**src/rtl/pio_mailbox_ctrl.sv**
```systemverilog
// Host PIO command sequencer: captures a toggled command word, drives LEDs/hex display,
// reports debounced sticky button events, and answers with a toggled status word.
module pio_mailbox_ctrl #(
  parameter int          NUM_BUTTONS     = 4,
  parameter int          DEBOUNCE_CYCLES = 50000,
  parameter logic [27:0] VERSION         = 28'h0001000
) (
  input  logic                   clk,
  input  logic                   reset,
  input  logic [31:0]            cmd_word,
  output logic [31:0]            status_word,
  input  logic [NUM_BUTTONS-1:0] buttons_n,
  output logic [31:0]            led_red,
  output logic [31:0]            led_green,
  output logic [31:0]            hex_value,
  output logic                   busy
);

  localparam int CW = (DEBOUNCE_CYCLES > 2) ? $clog2(DEBOUNCE_CYCLES) : 1;

  typedef enum logic [1:0] {IDLE, DECODE, EXEC, RESP} state_t;

  state_t                 state, state_nxt;
  logic                   capture;
  logic                   last_tog;
  logic [31:0]            cmd_q;
  logic [27:0]            data_q;
  logic                   err_q;

  logic [2:0]             opcode;
  logic [23:0]            payload;
  logic                   cmd_err;
  logic [27:0]            exec_data;
  logic [31:0]            hex_lo_nxt, hex_hi_nxt;
  logic                   clr_events;

  logic [NUM_BUTTONS-1:0] sync1, sync2, level, events;
  logic [NUM_BUTTONS-1:0] accept, press, pressed_lvl;
  logic [CW-1:0]          cnt [NUM_BUTTONS];

  logic                   unused_payload;
  assign unused_payload = ^cmd_q[23:18];

  assign opcode      = cmd_q[30:28];
  assign payload     = cmd_q[23:0];
  assign cmd_err     = |cmd_q[27:24];
  assign hex_lo_nxt  = {hex_value[31:16], payload[15:0]};
  assign hex_hi_nxt  = {payload[15:0], hex_value[15:0]};
  assign pressed_lvl = ~level;
  assign busy        = (state != IDLE);

  always_comb begin
    state_nxt = state;
    capture   = 1'b0;
    case (state)
      IDLE: begin
        if (cmd_word[31] != last_tog) begin
          state_nxt = DECODE;
          capture   = 1'b1;
        end
      end
      DECODE:  state_nxt = EXEC;
      EXEC:    state_nxt = RESP;
      RESP:    state_nxt = IDLE;
      default: state_nxt = IDLE;
    endcase
  end

  always_comb begin
    exec_data  = '0;
    clr_events = 1'b0;
    case (opcode)
      3'd1: exec_data = 28'(payload[17:0]);
      3'd2: exec_data = 28'(payload[8:0]);
      3'd3: exec_data = hex_lo_nxt[27:0];
      3'd4: exec_data = hex_hi_nxt[27:0];
      3'd5: begin
        exec_data  = 28'(events);
        clr_events = (state == EXEC);
      end
      3'd6: exec_data = 28'(pressed_lvl);
      3'd7: exec_data = VERSION;
      default: exec_data = '0;
    endcase
    if (cmd_err) begin
      exec_data  = '0;
      clr_events = 1'b0;
    end
  end

  always_ff @(posedge clk or posedge reset) begin
    if (reset) begin
      state       <= IDLE;
      last_tog    <= 1'b0;
      cmd_q       <= '0;
      data_q      <= '0;
      err_q       <= 1'b0;
      status_word <= '0;
      led_red     <= '0;
      led_green   <= '0;
      hex_value   <= '0;
    end else begin
      state <= state_nxt;
      if (capture) begin
        cmd_q    <= cmd_word;
        last_tog <= cmd_word[31];
      end
      if (state == EXEC) begin
        data_q <= exec_data;
        err_q  <= cmd_err;
        if (!cmd_err) begin
          case (opcode)
            3'd1:    led_red   <= 32'(payload[17:0]);
            3'd2:    led_green <= 32'(payload[8:0]);
            3'd3:    hex_value <= hex_lo_nxt;
            3'd4:    hex_value <= hex_hi_nxt;
            default: ;
          endcase
        end
      end
      if (state == RESP)
        status_word <= {cmd_q[31], err_q, 2'b00, data_q};
    end
  end

  // A level is accepted only after DEBOUNCE_CYCLES consecutive cycles of disagreement.
  always_comb begin
    for (int b = 0; b < NUM_BUTTONS; b++) begin
      accept[b] = (sync2[b] != level[b]) && (cnt[b] == CW'(DEBOUNCE_CYCLES - 1));
      press[b]  = accept[b] && !sync2[b];
    end
  end

  always_ff @(posedge clk or posedge reset) begin
    if (reset) begin
      sync1  <= '1;
      sync2  <= '1;
      level  <= '1;
      events <= '0;
      for (int b = 0; b < NUM_BUTTONS; b++)
        cnt[b] <= '0;
    end else begin
      sync1 <= buttons_n;
      sync2 <= sync1;
      // A press accepted during the read-and-clear cycle survives the clear.
      events <= (clr_events ? '0 : events) | press;
      for (int b = 0; b < NUM_BUTTONS; b++) begin
        if (sync2[b] == level[b]) begin
          cnt[b] <= '0;
        end else if (accept[b]) begin
          cnt[b]   <= '0;
          level[b] <= sync2[b];
        end else begin
          cnt[b] <= cnt[b] + CW'(1);
        end
      end
    end
  end

endmodule

```
**config.mk**
```make
export PLATFORM = sky130hd
export DESIGN_NAME = pio_mailbox_ctrl
export DESIGN_NICKNAME = d
export VERILOG_FILES = /design/src/rtl/pio_mailbox_ctrl.sv
export SDC_FILE = /design/constraint.sdc
export NUM_CORES = 1
export LEC_CHECK = 0
export BUFFER_PORTS_ARGS = -buffer_cell sky130_fd_sc_hd__buf_2
export CAP_MARGIN = 40
export CORE_ASPECT_RATIO = 1.25
export CORE_UTILIZATION = 30
export CTS_CLUSTER_DIAMETER = 100
export DETAILED_ROUTE_END_ITERATION = 8
export MAX_ROUTING_LAYER = met4
export RECOVER_POWER = 100
export SLEW_MARGIN = 10
export SYNTH_ARGS = -nofsm -noshare
export SYNTH_HDL_FRONTEND = slang
export SYNTH_SLANG_ARGS = --single-unit
export TNS_END_PERCENT = 30
```
**constraint.sdc**
```tcl
create_clock -name clk -period 9.6 [get_ports clk]
set_input_delay 0.48 -clock clk [delete_from_list [all_inputs] [get_ports clk]]
set_output_delay 0.48 -clock clk [all_outputs]
set_load 0.02 [all_outputs]
```
**Word-level counts from Yosys, hierarchy flattened**

Index checks and enable logic that the tools add are counted.
Widths: inputs -> output; s select.

- Bits of input ports: 38
- Output and inout port bits: 129
- Bits in registers: 233

- Bitwise gates (word level): 9
- $add $sub $neg: 4
- Mux-type cells: 18
- Reductions and logical operators: 23
- Equal/unequal tests: 24

Operators by type and width:

| operator | count |
|---|---|
| $pmux 28 s7 | 1 |
| $mux 16 | 8 |
| $add 16x1->16 const B | 4 |
| $eq 16x16->1 const B | 4 |
| $pmux 32 s2 | 1 |
| $mux 28 | 1 |
| $eq 3x3->1 const B | 4 |
| $logic_and 1x1->1 | 8 |
| $pmux 2 s4 | 1 |
| $reduce_and 2->1 | 4 |
| $reduce_and 4->1 | 2 |
| $not 1->1 | 7 |
| $eq 3x2->1 const B | 2 |
| $reduce_and 3->1 | 2 |
| $ne 1x1->1 | 5 |
| $eq 1x1->1 | 4 |
| $eq 2x2->1 const B | 2 |
| $logic_not 1->1 | 4 |
| $mux 1 | 4 |
| $mux 4 | 1 |
| $not 4->4 | 1 |
| $or 4x4->4 | 1 |
| $reduce_or 4->1 | 1 |
| $eq 3x1->1 const B | 1 |
| other kinds (5) | 5 |

**Logic depth before layout (Yosys ltp)**

Gate-level depths: netlist (run 1).

- Word-level depth: 5
- Depth in mapped cells: 8
- Depth with buffers taken out: 6

**Worst setup path after synthesis (run 1)**

No wires, ideal clock.

- Path kind: register to register
- From: register cmd_q[25]
- To: register led_green[0]
- Cell stages (with the launch flop): 6
- Setup time: 0.125 ns
- Path slack: 7.829 ns
- Clock period less this slack: 1.771 ns
- Required time: 9.475 ns
- Buffers on the path: 1
- Arrival: 1.646 ns
- Cell sequence: dfrtp_1 nor4_4 nand2_2 or3_1 buf_6 mux2_4

- Cells in the longest elaborated chain, start to end: 3

Ends and longest elaborated chain:

| what | line | source |
|---|---|---|
| from (decl) | 26 | `logic [31:0] cmd_q;` |
| from (signal assigned) | 105 | `cmd_q <= cmd_word;` |
| $reduce_or 4->1 | 46 | `assign cmd_err = \|cmd_q[27:24];` |
| $not 1->1 (no source line) | -- |  |
| $reduce_and 3->1 (no source line) | -- |  |
| to (signal assigned) | 114 | `3'd2: led_green <= 32'(payload[8:0]);` |
| to (decl) | 14 | `output logic [31:0] led_green,` |

Every way passes these cells.
A chain may end at the register's enable or synchronous reset.

==> flow_summary.toml, run 1 <==
[power]
p_leak_nw = 5.01
peakVddDrop_mv = 0.146
p_total_w = 0.00298
power.density_nw_per_um2 = 261

[min_path]
worstHoldStart = "buttons_n[3]"
whs_path_depth = 1
hold_path_class = "input port to flip-flop"
holdPathEnd = "sync1[3]"

[clock_tree]
cts_tree = "built"
cts-root-buf = "clkbuf_16"
ctsResizeCount = 0
cts_post_setup_buffers_inserted = 0
postCtsHoldBufs = 0
clock_latency_ps = 500
cts_buffers = 24
clock-sinks = 226
cts_buffer_depth = 3
htree_levels = 1
clk_pin_slew_worst_paths_ps = 60

[grt]
grtUsageTotal = 0.136
grt_pass1_wl_um = 35400
grt_max_degree = 94
first_global_vias = 6398
grt-ovfl-total = 0
grt_antenna_before_repair = 1

[timing]
fin_skew_ps = 15.3
tightest_slew_ps = 3980
fmax_mhz = 232
finalHoldViolations = 0
tns_ps = 0
fin_crit_ps = 4320
rsz0062_at_grt = "no"
drv_slew = 181
setup_slack_ps = 5280
slew_headroom = -1.67
setup_violations = 0
fin_crit_sh = 0.450

[finish]
nets = 1019
fill_cells = 3323
area_growth_pct = 14.2
layout-drive-gt1-share = 0.173
fin_cells = 1409

[synth]
synth_mux_area_frac = 0.126
synth_area_um2 = 10000
synth-edff-count = 0
ys_ff_latch = 226
yosysMostFrequentCell = "dfrtp_1"
synth-simple-area-share = 0.120
synth_cells = 850
synth_xor_xnor_area_share = 0.0516
synth_area_leaders = "dfrtp_1 (53%), mux2_2 (9.6%), xnor2_1 (3.9%)"
synth_fa_ha_area_frac = 0.00999
synthTopCellsByCount = "dfrtp_1 (214), mux2_2 (85), nor2_1 (77)"
synthArstFlopShare = 1.00
synth_top_family_by_area = "multiplexers"
syn_area_per_cell_um2 = 11.8
ys.warnings.count = 0
synth_cell_type_count = 48
synth-compound-area-share = 0.0622
seq_area_frac_synth = 0.566
synth_top_area_cell = "dfrtp_1"
netlist.area_leader.share = 0.535
synth_ff_type = "dfrtp_1"

[die]
die_h_um = 206
core_um2 = 32800
io-pin-count = 167
die-area_um2 = 34100
num_rows = 74
start_util = 0.306
die_x_um = 165

[critical_path]
startpoint_type = "input port"
timing.rr.end = "led_red[5]"
rr_worst_depth = 6
r2r_setup_slack_ps = 5760
critPathRequiredTime_ps = 10150
cp_max_fo = 93
r2r-start = "state[0]"
critPathKind = "input port to async pin"
cp-end-kind = "async pin"
crit_arrival_ps = 4870

[detailed_routing]
routedWlPerCell_um = 16.0
drc = 19
wl_um = 22500
ant_nets = 0
via_count = 6489
viasPerCell = 4.61
drtIter0Drc = 305
dr.pass1.iters = 7

[outcome]
status = "finished, violations left"
violations = "DRC, capacitance limit, slew limit"

[placement]
gp_congestion = 0.811
dpl.cell_count = 1365
dpl.hpwl_um = 15800
port_buffers = 121
pre_cts_slack_ps = 6960

[flow_run]
cap_violations = 5
worst max-delay path, stage by stage:
cell and delay [ps]:
buf_2 100, clkinvlp_2 2190, clkbuf_1 970, buf_16 350, buf_4 640
cells in the final DEF, fill, tap and decap left out, types with 9 or more instances in the layout:
cell / n
clkbuf_1: 102
clkbuf_16: 25
dfrtp_1: 214
conb_1: 39
mux2_1: 20
buf_2: 30
nand4_1: 16
nor3_1: 12
dfstp_2: 9
nand2_1: 57
inv_1: 47
xnor2_1: 45
mux2_2: 85
o21ai_0: 21
nand3_1: 25
a22oi_1: 25
nor2_1: 77
xor2_1: 14
nor4_1: 18
o22ai_1: 26
cell families after synthesis:
family                   count (synthesis)
AND/OR/NAND/NOR                        242
flip-flops                             226
buffers and inverters                  118
multiplexers                           106
AO/OA/AOI/OAI                           90
XOR/XNOR                                59
adder cells (fa/ha/maj)                  8
other                                    1
power by group:
part	total, W	internal (W)	switching [W]
sequential	0.00133	0.00113	0.000204
clock	0.000915	0.000542	0.000372
combinational	0.000732	0.000275	0.000457
registers in the layout, summed over array words and instances (netlist names):
signal,flops
sync1,4
led_green,9
data_q,28
sync2,4
cnt,64
level,4
err_q,1
hex_value,32
status_word,30
events,4
led_red,18
cmd_q,25
state,2
last_tog,1
routing by layer:
metal	vias to the layer above	wire, µm	global-route usage
met1	3198	9960	0.179
met5	-	0	-
li1	3090	-	-
met4	0	545	0.0471
met3	27	1160	0.0219
met2	174	10800	0.213
worst max path at each step:
stage | start | endpoint | slack (ps) | cells past startpoint
after floorplan | reset | cmd_q[0] | 2950 | 1
after global placement | reset | cnt[15] | 6740 | 4
after detailed placement | cmd_q[29] | hex_value[31] | 6960 | 4
after CTS | cmd_q[29] | hex_value[30] | 6930 | 4
after global routing | reset | state[0] | 4390 | 5
final | reset | status_word[2] | 5280 | 5
per-stage QoR:
step | util | area, µm² | hold slack, ps
after CTS | 0.358 | 11700 | 60.1
final | 0.349 | 11400 | 72.5
after global placement | 0.332 | 10900 | 349
after global routing | 0.349 | 11400 | 65.6
after floorplan | - | 10200 | 345
after detailed placement | 0.334 | 10900 | 349
final cells by class:
| type | count | area [µm²] | share of cell area |
|---|---|---|---|
| well taps | 418 | 523 | 0.0457 |
| clock inverters | 8 | 71.3 | 0.00624 |
| diodes | 1 | 2.50 | 0.000219 |
| repair buffers | 129 | 549 | 0.0480 |
| inverters | 48 | 181 | 0.0159 |
| multi-input cells | 544 | 3730 | 0.326 |
| flip-flops and latches | 226 | 5670 | 0.496 |
| clock buffers | 35 | 713 | 0.0624 |
(Power assumes the default switching activity.)
==> inputs of run 2 (changes only) <==
clock period = 3.9 ns   (was 9.6 ns; I/O delays follow)
==> run 2 against run 1 <==
Against the previous run:
- the run still ends with DRC, capacitance limit, slew limit left
- via count rose by 1.4%
- sequential share of layout area decreased by 1.5 points
- cell count rose by 2.1%
- setup slack lost 4400 ps
- critical endpoint is now hex_value[18]
- largest power group unchanged
==> flow_summary.toml, run 2 (synthesis results as in run 1) <==
[outcome]
violations = "DRC, capacitance limit, slew limit"
status = "finished, violations left"

[critical_path]
cp_max_fo = 24
cp-end-kind = "flip-flop"
critPathRequiredTime_ps = 4290
critPathKind = "flip-flop to flip-flop"
startpoint_type = "flip-flop"
crit_arrival_ps = 3450

[clock_tree]
cts_tree = "built"
cts-root-buf = "clkbuf_16"
cts_buffer_depth = 3
clock_latency_ps = 510
clk_pin_slew_worst_paths_ps = 60
htree_levels = 1
cts_post_setup_buffers_inserted = 0
clock-sinks = 226
cts_buffers = 24

[die]
die-area_um2 = 34100
core_um2 = 32800
die_h_um = 206
start_util = 0.306
die_x_um = 165
num_rows = 74
io-pin-count = 167

[placement]
gp_congestion = 0.790
pre_cts_slack_ps = 1260
dpl.hpwl_um = 15700
port_buffers = 121

[grt]
grt_max_degree = 181
grt-ovfl-total = 0
grt_pass1_wl_um = 35600
first_global_vias = 6460
grt_antenna_before_repair = 1
grtUsageTotal = 0.137

[timing]
setup_violations = 0
fin_crit_ps = 3060
finalHoldViolations = 0
slew_headroom = -0.624
fin_crit_sh = 0.784
fin_skew_ps = 7.08
fmax_mhz = 327
setup_slack_ps = 843
timing.hold.ws_ps = 332
tightest_slew_ps = 2440
tns_ps = 0
rsz0062_at_grt = "no"
drv_slew = 283

[detailed_routing]
drtIter0Drc = 320
via_count = 6582
routedWlPerCell_um = 15.6
dr.pass1.iters = 6
wl_um = 22500
ant_nets = 0
viasPerCell = 4.57
drc = 21

[power]
power.density_nw_per_um2 = 630
peakVddDrop_mv = 0.330
p_leak_nw = 5.18

[finish]
top_regs = "cnt (64), hex_value (32), status_word (30)"
layout_common_cells = "dfrtp_1 (214), clkbuf_1 (101), mux2_2 (85)"
largest_reg_flops = 64
fill_cells = 3283
nets = 1049
final_common_cell = "dfrtp_1"
top_register = "cnt"
layout-drive-gt1-share = 0.175
area_growth_pct = 17.6
final_core_util = 0.360

[flow_run]
cap_violations = 4

[min_path]
hold_path_class = "input port to flip-flop"
[run 2: what timing repair did]
item | in CTS | in global routing
hold endpoints to repair | 75 | 0
hold buffers | 31 | 0
gates resized for setup | 0 | 0
[run 2: worst paths after layout]
path	start	endpoint	slack, ps	cells past startpoint
min reg2reg	sync1[3]	sync2[3]	350	0
max reg2reg	cmd_q[29]	hex_value[18]	840	4
max	cmd_q[29]	hex_value[18]	840	4
min in group asynchronous	reset	status_word[9]	1160	4
max in group asynchronous	reset	err_q	1200	4
min	buttons_n[3]	sync1[3]	330	2
[run 2: area by class of cell]
type	instances	area, µm²	share of cell area
antenna	1	2.50	0.000212
clock buffer	34	699	0.0593
clock inverter	9	103	0.00870
inverter	48	181	0.0154
multi-input combinational	544	3770	0.320
sequential	226	5670	0.481
tap	418	523	0.0444
timing repair buffer	159	836	0.0709
[run 2: power by group]
part | internal (W) | total [W] | switching, W | leakage [nW]
clock | 0.00138 | 0.00230 | 0.000922 | 0.387
sequential | 0.00278 | 0.00329 | 0.000502 | 3.02
combinational | 0.000708 | 0.00184 | 0.00113 | 1.78
total | 0.00487 | 0.00743 | 0.00256 | 5.18
[run 2: critical path, stage by stage (launching register included)]
cell and delay (ps):
dfrtp_1 590, nor2_1 280, and2_0 1020, nand2_2 600
mux2_2 440
[run 2: per-layer routing]
metal	vias to the layer above	wire length, µm	GRT usage
met1	3231	9930	0.180
met2	161	11100	0.215
li1	3156	-	-
met3	34	980	0.0215
met5	-	0	-
met4	0	499	0.0422
[run 2: metrics by stage]
step | instances | total power (W) | cell area [µm²]
after CTS | 1438 | 0.00762 | 12000
final | 1439 | 0.00743 | 11800
after global placement | 1363 | 0.00522 | 10900
after global routing | 1439 | 0.00783 | 11800
after detailed placement | 1364 | 0.00526 | 10900
after floorplan | 888 | 0.00455 | 10200
